==> src/rtl/serial_adder_if.sv <==
// Handshake and operand/result bundle for the bit-serial adder.
interface serial_adder_if #(
    parameter int WIDTH = 16
);
    logic             start;
    logic [WIDTH-1:0] a;
    logic [WIDTH-1:0] b;
    logic             cin;
    logic             busy;
    logic             done;
    logic [WIDTH-1:0] sum;
    logic             cout;

    modport master (
        output start, a, b, cin,
        input  busy, done, sum, cout
    );

    modport slave (
        input  start, a, b, cin,
        output busy, done, sum, cout
    );
endinterface

==> src/rtl/serial_adder.sv <==
// Bit-serial WIDTH-bit adder: one full-adder slice built from two half adders,
// fed by a carry flip-flop, processing one bit per clock LSB first.
module serial_adder #(
    parameter int WIDTH = 16
) (
    input  logic           clk,
    input  logic           reset_n,
    serial_adder_if.slave  bus
);
    localparam int CNT_W = $clog2(WIDTH);
    localparam logic [CNT_W-1:0] CNT_LAST = CNT_W'(WIDTH - 1);

    typedef enum logic [1:0] {
        IDLE = 2'd0,
        RUN  = 2'd1,
        DONE = 2'd2
    } state_e;

    state_e           state_q;
    logic [CNT_W-1:0] cnt_q;
    logic [WIDTH-1:0] sa_q;
    logic [WIDTH-1:0] sb_q;
    logic             carry_q;
    logic [WIDTH-1:0] sum_q;
    logic             cout_q;
    logic             busy_q;
    logic             done_q;

    logic [1:0]       ha0_d;
    logic [1:0]       ha1_d;
    logic             bit_d;
    logic             carry_d;

    // Returns {carry, sum} of a single-bit half adder.
    function automatic logic [1:0] half_add(input logic x, input logic y);
        return {x & y, x ^ y};
    endfunction

    // Full-adder slice on the current LSBs and the stored carry.
    always_comb begin
        ha0_d   = half_add(sa_q[0], sb_q[0]);
        ha1_d   = half_add(ha0_d[0], carry_q);
        bit_d   = ha1_d[0];
        carry_d = ha0_d[1] | ha1_d[1];
    end

    // Control FSM with datapath shift registers and registered outputs.
    always_ff @(posedge clk) begin
        if (!reset_n) begin
            state_q <= IDLE;
            cnt_q   <= {CNT_W{1'b0}};
            sa_q    <= {WIDTH{1'b0}};
            sb_q    <= {WIDTH{1'b0}};
            carry_q <= 1'b0;
            sum_q   <= {WIDTH{1'b0}};
            cout_q  <= 1'b0;
            busy_q  <= 1'b0;
            done_q  <= 1'b0;
        end else begin
            case (state_q)
                IDLE, DONE: begin
                    if (bus.start) begin
                        sa_q    <= bus.a;
                        sb_q    <= bus.b;
                        carry_q <= bus.cin;
                        cnt_q   <= {CNT_W{1'b0}};
                        sum_q   <= {WIDTH{1'b0}};
                        cout_q  <= 1'b0;
                        busy_q  <= 1'b1;
                        done_q  <= 1'b0;
                        state_q <= RUN;
                    end else begin
                        done_q  <= 1'b0;
                        state_q <= IDLE;
                    end
                end
                RUN: begin
                    sum_q   <= {bit_d, sum_q[WIDTH-1:1]};
                    sa_q    <= {1'b0, sa_q[WIDTH-1:1]};
                    sb_q    <= {1'b0, sb_q[WIDTH-1:1]};
                    carry_q <= carry_d;
                    // Counter parks at its last value so it never exceeds WIDTH-1.
                    if (cnt_q == CNT_LAST) begin
                        cout_q  <= carry_d;
                        busy_q  <= 1'b0;
                        done_q  <= 1'b1;
                        state_q <= DONE;
                    end else begin
                        cnt_q   <= cnt_q + CNT_W'(1);
                    end
                end
                default: begin
                    busy_q  <= 1'b0;
                    done_q  <= 1'b0;
                    state_q <= IDLE;
                end
            endcase
        end
    end

    assign bus.busy = busy_q;
    assign bus.done = done_q;
    assign bus.sum  = sum_q;
    assign bus.cout = cout_q;
endmodule
==> src/flat_wrapper.sv <==
// flat-port wrapper written by rule: the top's interface ports become plain ports
module serial_adder_flat 
#(
    parameter int WIDTH = 16
)
  (clk, reset_n, bus_start, bus_a, bus_b, bus_cin, bus_busy, bus_done, bus_sum, bus_cout);
  serial_adder_if #(.WIDTH(WIDTH)) bus_i ();
  input  logic clk;
  input  logic reset_n;
  input wire logic [$bits(bus_i.start)-1:0] bus_start;
  input wire logic [$bits(bus_i.a)-1:0] bus_a;
  input wire logic [$bits(bus_i.b)-1:0] bus_b;
  input wire logic [$bits(bus_i.cin)-1:0] bus_cin;
  output wire logic [$bits(bus_i.busy)-1:0] bus_busy;
  output wire logic [$bits(bus_i.done)-1:0] bus_done;
  output wire logic [$bits(bus_i.sum)-1:0] bus_sum;
  output wire logic [$bits(bus_i.cout)-1:0] bus_cout;
  assign bus_i.start = bus_start;
  assign bus_i.a = bus_a;
  assign bus_i.b = bus_b;
  assign bus_i.cin = bus_cin;
  assign bus_busy = bus_i.busy;
  assign bus_done = bus_i.done;
  assign bus_sum = bus_i.sum;
  assign bus_cout = bus_i.cout;
  serial_adder #(.WIDTH(WIDTH)) u_core (.clk(clk), .reset_n(reset_n), .bus(bus_i));
endmodule
==> config.mk <==
export PLATFORM = sky130hd
export DESIGN_NAME = serial_adder_flat
export DESIGN_NICKNAME = d
export VERILOG_FILES = /design/src/rtl/serial_adder_if.sv /design/src/rtl/serial_adder.sv /design/src/flat_wrapper.sv
export SDC_FILE = /design/constraint.sdc
export NUM_CORES = 1
export LEC_CHECK = 0
export BUFFER_PORTS_ARGS = -buffer_cell sky130_fd_sc_hd__buf_2
export CAP_MARGIN = 20
export CORE_ASPECT_RATIO = 1.2
export CORE_MARGIN = 2
export CORE_UTILIZATION = 40
export DETAILED_ROUTE_END_ITERATION = 7
export PLACE_DENSITY_LB_ADDON = 0.15
export SYNTH_ARGS = -nofsm -noshare
export SYNTH_HDL_FRONTEND = slang
export SYNTH_SLANG_ARGS = --single-unit
export TNS_END_PERCENT = 5
==> constraint.sdc <==
create_clock -name clk -period 1.86 [get_ports clk]
set_input_delay 0.186 -clock clk [delete_from_list [all_inputs] [get_ports clk]]
set_output_delay 0.186 -clock clk [all_outputs]
set_load 0.05 [all_outputs]
After elaboration in Yosys (flattened, before gate mapping)
Cells that the tools add are included.

operators by class
  add/sub/neg operators = 1
  eq/ne operators = 6
  mux-type cells = 20
  bitwise gates (word level) = 5
  reductions and logical operators = 8

operator list
  operator                                        count
  case mux 16 bit (2 select lines)                3
  2-to-1 mux 16 bit                               3
  2-to-1 mux 4 bit                                2
  case mux 4 bit (2 select lines)                 1
  2-to-1 mux 1 bit                                6
  case mux 1 bit (2 select lines)                 3
  AND reduction 2 bit                             3
  AND reduction 3 bit                             2
  adder 4 x 1 -> 4 bit (second input constant)    1
  == test 4 bit (second input constant)           1
  != test 2 bit (second input constant)           2
  case mux 2 bit (2 select lines)                 1
  AND 1 bit                                       2
  == test 2 x 1 -> 1 bit (second input constant)  1
  == test 2 bit (second input constant)           1
  logical NOT 2 bit                               1
  2-to-1 mux 2 bit                                1
  != test 2 x 1 -> 1 bit (second input constant)  1
  nonzero test 2 bit                              1
  OR reduction 2 bit                              1
  XOR 1 bit                                       2
  OR 1 bit                                        1

word-level totals
  register bits = 58
  input port bits = 36

Longest topological paths before layout
Gate-level depths: netlist of run 1.

  word-level depth = 5
  mapped depth = 5
  mapped depth without buffers = 5

Worst setup path before layout of run 1
No wires, ideal clock.

  path type = flip-flop to flip-flop
  start point = register u_core.cnt_q[0]
  end point = register u_core.cnt_q[0]
  setup time = 70 ps
  arrival = 1220 ps
  path slack = 570 ps
  cell stages (with the launch flop) = 6
  buffers on the path = 1
  cells stage by stage = dfxtp_1 -> ha_1 -> and3_1 -> buf_6 -> or3_1 -> a21oi_1

on the way
  cells in the longest elaborated chain, start to end = 3

RTL lines
  item                                                                    RTL line                                source
  start: declaration                                                      serial_adder.sv:20                      logic [CNT_W-1:0] cnt_q;
  start signal: assignment                                                serial_adder.sv:51                      cnt_q <= {CNT_W{1'b0}};
  start signal: assignment                                                serial_adder.sv:66                      cnt_q <= {CNT_W{1'b0}};
  start signal: assignment                                                serial_adder.sv:89                      cnt_q <= cnt_q + CNT_W'(1);
  adder 4 x 1 -> 4 bit or == test 4 bit (tied branches)                   serial_adder.sv:89, serial_adder.sv:83
  2-to-1 mux 4 bit or != test 2 bit (tied branches)                       --
  case mux 4 bit (2 select lines) or AND reduction 3 bit (tied branches)  --

Parallel ways exist; a longest one is shown, timed or not. The select of a mux whose other input is x is not followed.
A chain may end at the register's enable or synchronous reset.

Final worst setup path of run 1
Ends and elaborated chain as after synthesis.

==> summary.md, run 1 <==
| Metric | Value |
|---|---|
| Arrival time at the worst endpoint | `1590 ps` |
| Number of placement rows | `30` |
| Gate Count Post-Synth | `301` |
| Clock Latency Late Sink | `320 ps` |
| Number of vias per cell | `5.03` |
| Sum of net half-perimeters after detailed placement | `3480 µm` |
| Buffers & Inverters on Critical Path | `0` |
| Layout Nets | `385` |
| Worst-case hold slack | `111 ps` |
| Reg clk slew, reported paths | `60 ps` |
| Number of distinct library cells after synthesis | `29` |
| Worst Path Max Fanout | `9` |
| Clock tree from TritonCTS | `done` |
| Min-Delay Endpoint | `u_core.sa_q[8]` |
| DR iter-0 viols | `91` |
| Gp weighted congestion | `0.719` |
| Total leakage power | `1.18 nW` |
| Post-CTS setup buffer count | `0` |
| Post-Syn Nets | `339` |
| Max stage delay cell, worst path | `dfxtp_1` |
| Transition time at the pin with the least slew margin | `382 ps` |
| EDFF count, synth | `0` |
| Post-detailed-route wirelength per cell | `12.2 µm` |
| Number of buffers between clock root and the deepest sink | `2` |
| Num CTS Buffers | `9` |
| Starting Density | `42.0%` |
| Max Cap Violations | `0` |
| Relative max-transition margin | `74.5%` |
| Total wirelength of the detailed-routed design | `5260 µm` |
| Setup skew after layout | `5.43 ps` |
| Maximum vdd ir drop | `0.473 mV` |
| Post-synthesis instance area | `0.00239 mm²` |
| Post-synth top flop | `dfxtp_1` |
| Floorplan die width | `74.6 µm` |
| Count of vias placed by the detailed router | `2,169` |
| Startpoint of the lowest-slack register-to-register path | `u_core.cnt_q[0]` |
| Path type of the worst setup path | `reg -> reg` |
| Detailed Routing Iterations Pass 1 | `4` |
| Number of pins with negative max-slew slack in the final report | `0` |
| Inserted Diodes | `0` |
| Top-Level Pins | `55` |
| First-pass GRT wire length | `9170 µm` |
| CP cell instances | `ha_1, and3_1, or3_1, a21oi_1` |
| Maximum operating frequency | `747 MHz` |
| DRC violation count after routing | `0` |
| Part of the Yosys area used for sequential elements | `48.5%` |
| #FFs+latches synth | `58` |
| Hold path startpoint | `bus_a[8]` |
| Crit share post-route | `71.9%` |
| Data required time of the critical path | `2120 ps` |
| Count of cells along the worst register-to-register path | `4` |
| Post-cts resize count | `0` |
| Setup repair after global routing missed its margin | `no` |
| Setup violations, final | `0` |
| Final Hold Vio Count | `0` |
| Fraction of layout instances using a drive strength above 1 | `22.8%` |
| Total Neg Setup Slack | `0 ps` |
| Maximum number of pins on one net before global-route repair | `41` |
| Pwr/cell area | `931 mW/mm²` |
| Root buffer selected by CTS | `clkbuf_8` |
| Number of global-route vias before repair | `2,064` |
| Core area | `0.00571 mm²` |
| Hold-fix buffers at CTS | `0` |
| Sinks on Clock Net | `58` |
| CP Capture Type | `register` |
| Delay of the slowest critical-path stage | `330 ps` |
| Ys Warns | `0` |
| Share of flip-flops with an asynchronous set or reset | `0%` |
| Remaining antenna violation count | `0` |
| Die height | `88.7 µm` |
| Run status | `completed` |
| Hold path cells | `3` |
| End of the worst register-to-register path | `u_core.cnt_q[0]` |
| Floorplan die area | `0.00662 mm²` |
| Layout overhead on the synthesized area | `20.5%` |
| Critical path startpoint category | `register` |
| Mean post-synth cell area | `7.95 µm²` |
| Hold WC Path Type | `in -> reg` |
| Total of fill cells in the finished design | `601` |
| Depth of the CTS H-tree | `3` |
| Port Buffers | `54` |
| Kind of cell adding the most delay to the critical path | `simple AND/OR/NAND/NOR gates` |
| Reg-to-reg setup timing slack | `520 ps` |
| Antenna violations before repair | `0` |
| Total congestion overflow | `0` |
| Tmin final | `1340 ps` |
| Global-route usage over all layers | `18.1%` |
==> per-layer routing <==
layer | part of all wire [%] | wire length [µm] | global-route usage, %
met1 | 46 | 2400 | 22.7
met5 | 0 | 0 | 0
met4 | 0.85 | 45 | 8.77
met2 | 48 | 2510 | 28.2
met3 | 5.7 | 301 | 5.35
==> logic make-up (layout without fill, tap and decap cells) <==
kind of cell               after synthesis  in the layout  share of synthesized area (%)
AOI/OAI and AO/OA                       91             91                           21.5
and+or+nand+nor                        115            115                           20.4
DFF                                     58             58                           48.5
muxes                                    1              1                          0.418
buffers and inverters                   33             83                           7.42
xor gates and xnor gates                 1              1                          0.366
adders and majority gates                2              2                           1.36
==> cell usage after synthesis (2+ instances only) <==
master	number	share of area, %
nand3_1	21	4.4
dfxtp_1	58	49
nand2_1	82	13
buf_2	10	2.1
or3_1	2	0.52
inv_1	5	0.78
clkbuf_1	8	1.3
a31oi_1	32	8.4
buf_4	9	2.8
o211ai_1	3	0.94
and3_1	2	0.52
a21oi_1	20	4.2
o21ai_0	32	6.7
nand2b_1	2	0.52
==> where the power goes <==
group	switching [mW]	total [mW]	internal [mW]
sequential	0.0379	1.36	1.32
clock	0.453	0.995	0.541
combinational	0.203	0.333	0.130
total	0.695	2.69	1.99
==> stage by stage <==
step	cell area (µm²)	cells	total power [mW]	setup slack, ps	util [%]
finish	2890	431	2.69	522	50.6
floorplan	2390	301	1.62	570	-
detailed placement	2720	416	1.72	534	47.6
global placement	2720	416	1.72	552	47.6
global route	2890	431	2.86	386	50.6
CTS	2890	431	2.73	521	50.6
==> state kept, by name, indices dropped and copies added, names as in the netlist <==
| register | flops |
|---|---|
| u_core.bus.busy | 1 |
| u_core.bus.cout | 1 |
| u_core.bus.done | 1 |
| u_core.bus.sum | 16 |
| u_core.carry_q | 1 |
| u_core.cnt_q | 4 |
| u_core.sa_q | 16 |
| u_core.sb_q | 16 |
| u_core.state_q | 2 |
==> layout by cell type, fill, tap and decap left out, types with 2 or more instances in the layout <==
master / count
o211ai_1: 3
nand3_1: 21
buf_12: 3
a21oi_1: 20
or3_1: 2
nand2_1: 82
a31oi_1: 32
buf_2: 54
inv_1: 5
o21ai_0: 32
nand2b_2: 2
clkinv_2: 3
and3_1: 2
buf_4: 6
dfxtp_1: 58
clkbuf_8: 11
==> tightest hold or removal path: cells and delay by family <==
kind,cells,cell delay [ps]
buf+inv,1,90
compound gates,1,70
simple gates,1,50
==> layout make-up <==
| class | instances | area (µm²) | area share (%) |
|---|---|---|---|
| well taps | 80 | 100 | 3.47 |
| multi-input cells | 210 | 1060 | 36.7 |
| clock buffers | 12 | 155 | 5.38 |
| clock inverters | 3 | 15.0 | 0.520 |
| inverters | 5 | 18.8 | 0.650 |
| flip-flops and latches | 58 | 1160 | 40.2 |
| repair buffers | 63 | 375 | 13.0 |
==> worst max-delay path by stage <==
| stage | startpoint | end | slack, ps | depth (start not counted) |
|---|---|---|---|---|
| 6_report | u_core.cnt_q[0] | u_core.cnt_q[0] | 520 | 4 |
| 5_1_grt | u_core.state_q[0] | u_core.sa_q[1] | 390 | 4 |
| 4_1_cts | u_core.state_q[0] | u_core.bus.sum[9] | 520 | 4 |
| 3_5_place_dp | u_core.state_q[0] | u_core.bus.sum[9] | 530 | 4 |
| 3_3_place_gp | u_core.cnt_q[0] | u_core.cnt_q[0] | 550 | 4 |
| 2_1_floorplan | u_core.cnt_q[0] | u_core.cnt_q[0] | 570 | 5 |
(Power assumes the default switching activity.)
==> inputs of run 2 (changes only) <==
- clock period: 1.86 -> 1.35 ns (I/O delays scaled with it)
==> run 2 against run 1 <==
Clock skew hardly changed. Critical path type unchanged. Sequential power increased by 37%. Maximum frequency increased by 6.3%. First-iteration DRC count increased by 63%. Flip-flop and latch count unchanged. Clock power up 61%.
==> summary.md, run 2 (same netlist as run 1, synthesis figures left out) <==
| Metric | Value |
|---|---|
| Data required time of the critical path | `1610 ps` |
| Port Buffers | `54` |
| CP Capture Type | `register` |
| Post-route cell area | `0.00299 mm²` |
| Max stage delay cell, worst path | `dfxtp_1` |
| Delay of the slowest critical-path stage | `340 ps` |
| Total leakage power | `1.23 nW` |
| Floorplan die area | `0.00662 mm²` |
| Number of vias per cell | `5.11` |
| Remaining antenna violation count | `0` |
| Starting Density | `42.0%` |
| Startpoint of the lowest-slack register-to-register path | `u_core.cnt_q[0]` |
| Final total power | `3.97 mW` |
| Number of pins with negative max-slew slack in the final report | `0` |
| Number of buffers between clock root and the deepest sink | `2` |
| Setup violations, final | `0` |
| Arrival time at the worst endpoint | `1520 ps` |
| Maximum operating frequency | `794 MHz` |
| Depth of the CTS H-tree | `3` |
| Maximum number of pins on one net before global-route repair | `33` |
| Hold WC Path Type | `in -> reg` |
| Global-route usage over all layers | `18.0%` |
| Placed Area | `0.00279 mm²` |
| Path type of the worst setup path | `reg -> reg` |
| Min-Delay Endpoint | `u_core.sb_q[10]` |
| Sum of net half-perimeters after detailed placement | `3650 µm` |
| Post-layout utilization of the core | `52.5%` |
| CP cell instances | `ha_2, and3_4, or3_1, a21oi_1` |
| Num CTS Buffers | `9` |
| Count of vias placed by the detailed router | `2,247` |
| Number of placement rows | `30` |
| Setup skew after layout | `5.84 ps` |
| Clock tree from TritonCTS | `done` |
| Fraction of layout instances using a drive strength above 1 | `24.7%` |
| Reg clk slew, reported paths | `60 ps` |
| Buffers & Inverters on Critical Path | `0` |
| Die height | `88.7 µm` |
| Top-Level Pins | `55` |
| Clock Latency Late Sink | `330 ps` |
| Total wirelength of the detailed-routed design | `5450 µm` |
| Floorplan die width | `74.6 µm` |
| Hold path cells | `3` |
| First-pass GRT wire length | `9130 µm` |
| Number of global-route vias before repair | `1,993` |
| Crit share post-route | `93.3%` |
| Pwr/cell area | `1330 mW/mm²` |
| Hold path startpoint | `bus_b[10]` |
| Critical path startpoint category | `register` |
| Relative max-transition margin | `81.9%` |
| Worst Path Max Fanout | `9` |
| Tmin final | `1260 ps` |
| Sinks on Clock Net | `58` |
| Transition time at the pin with the least slew margin | `272 ps` |
| End of the worst register-to-register path | `u_core.cnt_q[0]` |
| Max Cap Violations | `0` |
| Maximum vdd ir drop | `0.585 mV` |
| Total of fill cells in the finished design | `610` |
| Antenna violations before repair | `0` |
| Layout overhead on the synthesized area | `25.0%` |
| Reg-to-reg setup timing slack | `90 ps` |
| Setup repair after global routing missed its margin | `no` |
| Core area | `0.00571 mm²` |
| Root buffer selected by CTS | `clkbuf_8` |
| Kind of cell adding the most delay to the critical path | `simple AND/OR/NAND/NOR gates` |
| Total Neg Setup Slack | `0 ps` |
| Final Hold Vio Count | `0` |
| DRC violation count after routing | `0` |
| Layout Nets | `393` |
| Count of cells along the worst register-to-register path | `4` |
| Post-detailed-route wirelength per cell | `12.4 µm` |
| Gp weighted congestion | `0.739` |
| Total congestion overflow | `0` |
| DR iter-0 viols | `148` |
| Hold-fix buffers at CTS | `0` |
| Detailed Routing Iterations Pass 1 | `4` |
| Inserted Diodes | `0` |
| Most common library cell in the layout ignoring fill and taps | `nand2_1` |
| Run status | `completed` |
| Commonest non-fill, non-tap cells in the layout | `nand2_1 (82), dfxtp_1 (58), buf_2 (54)` |
## run 2: layout make-up
class                      instances  area (µm²)  share of cell area [%]
clock buffer                      14         163                    5.43
tap                               80         100                    3.34
multi-input combinational        210        1070                    35.7
sequential                        58        1160                    38.8
clock inverter                     2        35.0                    1.17
inverter                           5        18.8                   0.627
timing repair buffer              71         448                    15.0
## run 2: per-stage QoR
stage / worst slack, ps / hold slack (ps) / cells
2_1_floorplan: 59.5 / 271 / 301
3_3_place_gp: 37.3 / 398 / 424
3_5_place_dp: 19.4 / 399 / 424
4_1_cts: 3.02 / 43.0 / 440
5_1_grt: 13.5 / 54.7 / 440
6_report: 91.0 / 51.3 / 440
## run 2: worst reg2reg max path: stages, from the launching register on
cell,delay (ps)
dfxtp_1,340
ha_2,200
and3_4,210
or3_1,320
a21oi_1,130
## run 2: how the worst max path moves through the flow
stage                      endpoint  slack (ps)         startpoint  cells after the start
floorplan           u_core.cnt_q[0]          60    u_core.cnt_q[0]                      5
finish              u_core.cnt_q[0]          90    u_core.cnt_q[0]                      4
detailed placement  u_core.cnt_q[0]          20    u_core.cnt_q[0]                      4
CTS                 u_core.cnt_q[0]           3    u_core.cnt_q[0]                      4
global placement    u_core.cnt_q[0]          40    u_core.cnt_q[0]                      4
global route        u_core.cnt_q[2]          10  u_core.state_q[0]                      4
## run 2: timing repair
item / CTS / global route
endpoints found under the setup margin: 1 / 2
endpoints found under the hold margin: 0 / 0
buffers inserted: 0 / 0
gates resized for setup: 1 / 2
cloned: 0 / 0
## run 2: where the power goes
| group | switching [mW] | internal (mW) | total [mW] | leakage [nW] |
|---|---|---|---|---|
| combinational | 0.292 | 0.205 | 0.496 | 0.655 |
| sequential | 0.0542 | 1.82 | 1.87 | 0.475 |
| clock | 0.645 | 0.953 | 1.60 | 0.101 |
| total | 0.991 | 2.98 | 3.97 | 1.23 |
## run 2: layer usage
layer	vias up	GRT usage [%]	part of all wire [%]
li1	1146	-	-
met5	-	0	0
met3	10	3.64	3.9
met1	1039	22.9	48
met2	52	28.6	46
met4	0	9.74	1.8
==> inputs of run 3 (changes only) <==
--- a/config.mk
+++ b/config.mk
@@ -13,4 +13,6 @@
 export DETAILED_ROUTE_END_ITERATION = 7
 export PLACE_DENSITY_LB_ADDON = 0.15
+export RECOVER_POWER = 50
+export SLEW_MARGIN = 40
 export SYNTH_ARGS = -nofsm -noshare
 export SYNTH_HDL_FRONTEND = slang
==> constraint.sdc (replaced) <==
create_clock -name clk -period 1.35 [get_ports clk]
set_input_delay 0.2025 -clock clk [delete_from_list [all_inputs] [get_ports clk]]
set_output_delay 0.2025 -clock clk [all_outputs]
set_load 0.05 [all_outputs]
==> run 3 against run 2 <==
Clock skew about the same. Setup slack got worse by 3.1 ps. First-iteration DRC count unchanged.
==> summary.md, run 3 (same netlist as run 1, synthesis figures left out) <==
| Metric | Value |
|---|---|
| Run status | `completed` |
| Pwr/cell area | `1330 mW/mm²` |
| Total leakage power | `1.21 nW` |
| Hold WC Path Type | `in -> reg` |
| Arrival time at the worst endpoint | `1530 ps` |
| Post-detailed-route wirelength per cell | `12.4 µm` |
| Number of buffers between clock root and the deepest sink | `2` |
| Buffers & Inverters on Critical Path | `0` |
| Number of vias per cell | `5.11` |
| Root buffer selected by CTS | `clkbuf_8` |
| Delay of the slowest critical-path stage | `340 ps` |
| Clock Latency Late Sink | `330 ps` |
| DR iter-0 viols | `148` |
| Data required time of the critical path | `1610 ps` |
| Count of vias placed by the detailed router | `2,247` |
| Clock tree from TritonCTS | `done` |
| Core area | `0.00571 mm²` |
| Remaining antenna violation count | `0` |
| Fraction of layout instances using a drive strength above 1 | `24.7%` |
| Slack of the critical path | `87.9 ps` |
| Reg-to-reg setup timing slack | `90 ps` |
| Inserted Diodes | `0` |
| Maximum vdd ir drop | `0.585 mV` |
| DRC violation count after routing | `0` |
| Starting Density | `42.0%` |
| Transition time at the pin with the least slew margin | `285 ps` |
| Detailed Routing Iterations Pass 1 | `4` |
| Setup repair after global routing missed its margin | `no` |
| Total congestion overflow | `0` |
| Worst Path Max Fanout | `9` |
| Pre-CTS setup slack | `19.4 ps` |
| Worst-case hold slack | `119 ps` |
| Relative max-transition margin | `81.1%` |
| Hold path cells | `3` |
| Floorplan die width | `74.6 µm` |
| Floorplan die area | `0.00662 mm²` |
| Startpoint of the lowest-slack register-to-register path | `u_core.cnt_q[0]` |
| Most common library cell in the layout ignoring fill and taps | `nand2_1` |
| Number of pins with negative max-slew slack in the final report | `0` |
| Kind of cell adding the most delay to the critical path | `simple AND/OR/NAND/NOR gates` |
| First-pass GRT wire length | `9130 µm` |
| Top-Level Pins | `55` |
| Port Buffers | `54` |
| Sinks on Clock Net | `58` |
| Post-layout utilization of the core | `52.1%` |
| Total wirelength of the detailed-routed design | `5470 µm` |
| Layout overhead on the synthesized area | `24.2%` |
| Global-route usage over all layers | `18.0%` |
| Number of global-route vias before repair | `1,993` |
| Depth of the CTS H-tree | `3` |
| End of the worst register-to-register path | `u_core.cnt_q[0]` |
| Maximum operating frequency | `792 MHz` |
| Commonest non-fill, non-tap cells in the layout | `nand2_1 (82), dfxtp_1 (58), buf_2 (36)` |
| Max Cap Violations | `0` |
| Antenna violations before repair | `0` |
| Tmin final | `1260 ps` |
| Setup skew after layout | `6.27 ps` |
| Post-CTS setup buffer count | `0` |
| Count of cells along the worst register-to-register path | `4` |
| Final Hold Vio Count | `0` |
| Final total power | `3.95 mW` |
| Die height | `88.7 µm` |
| Total Neg Setup Slack | `0 ps` |
| Sum of net half-perimeters after detailed placement | `3650 µm` |
| Critical path startpoint category | `register` |
| Max stage delay cell, worst path | `dfxtp_1` |
| Layout Nets | `393` |
| Setup violations, final | `0` |
| Hold path startpoint | `bus_b[10]` |
| Path type of the worst setup path | `reg -> reg` |
| Number of placement rows | `30` |
| Hold-fix buffers at CTS | `0` |
| Reg clk slew, reported paths | `60 ps` |
| Gp weighted congestion | `0.739` |
| CP cell instances | `ha_2, and3_4, or3_1, a21oi_1` |
| Crit share post-route | `93.5%` |
| Min-Delay Endpoint | `u_core.sb_q[10]` |
| CP Capture Type | `register` |
| Maximum number of pins on one net before global-route repair | `33` |
| Num CTS Buffers | `9` |
run 3: layout make-up:
cell class / instances / area [µm²]
Clock inverter: 2 / 35.0
Fill cell: 615 / 2730
Clock buffer: 14 / 163
Multi-Input combinational cell: 210 / 1070
Timing Repair Buffer: 71 / 427
Inverter: 5 / 18.8
Sequential cell: 58 / 1160
Tap cell: 80 / 100
run 3: worst max-delay path by stage:
stage	slack, ps	start	cells past startpoint	endpoint
finish	90	u_core.cnt_q[0]	4	u_core.cnt_q[0]
global route	10	u_core.state_q[0]	4	u_core.cnt_q[2]
CTS	3	u_core.cnt_q[0]	4	u_core.cnt_q[0]
detailed placement	20	u_core.cnt_q[0]	4	u_core.cnt_q[0]
global placement	40	u_core.cnt_q[0]	4	u_core.cnt_q[0]
floorplan	60	u_core.cnt_q[0]	5	u_core.cnt_q[0]
run 3: per-layer routing:
layer / wire length, µm / GRT usage, % / share of wire [%] / vias up
met5: 0 / 0 / 0 / -
met4: 97 / 9.74 / 1.8 / 0
met3: 278 / 3.64 / 5.1 / 10
met2: 2510 / 28.6 / 46 / 56
met1: 2580 / 22.9 / 47 / 1035
li1: - / - / - / 1146
run 3: power by group:
| group | leakage (nW) | internal [mW] | switching (mW) | total (mW) |
|---|---|---|---|---|
| Sequential | 0.475 | 1.82 | 0.0543 | 1.87 |
| Combinational | 0.629 | 0.194 | 0.290 | 0.484 |
| Clock | 0.101 | 0.953 | 0.644 | 1.60 |
| Total | 1.21 | 2.97 | 0.988 | 3.95 |
run 3: worst register-to-register path: cells and delay by family, from the launching register on:
kind,cells,cell delay (ps)
AO/OA/AOI/OAI,1,130
adder cells (fa/ha/maj),1,200
flip-flops,1,340
AND/OR/NAND/NOR,2,530
run 3: metrics by stage:
stage	std cells	instance area, µm²
after global routing	440	2970
after CTS	440	2990
after global placement	424	2790
after floorplan	301	2390
after detailed placement	424	2790
final	440	2970
run 3: repair_timing:
| action | CTS | global route |
|---|---|---|
| pin swaps | 0 | 0 |
| resized for setup | 1 | 2 |
| endpoints found under the setup margin | 1 | 2 |
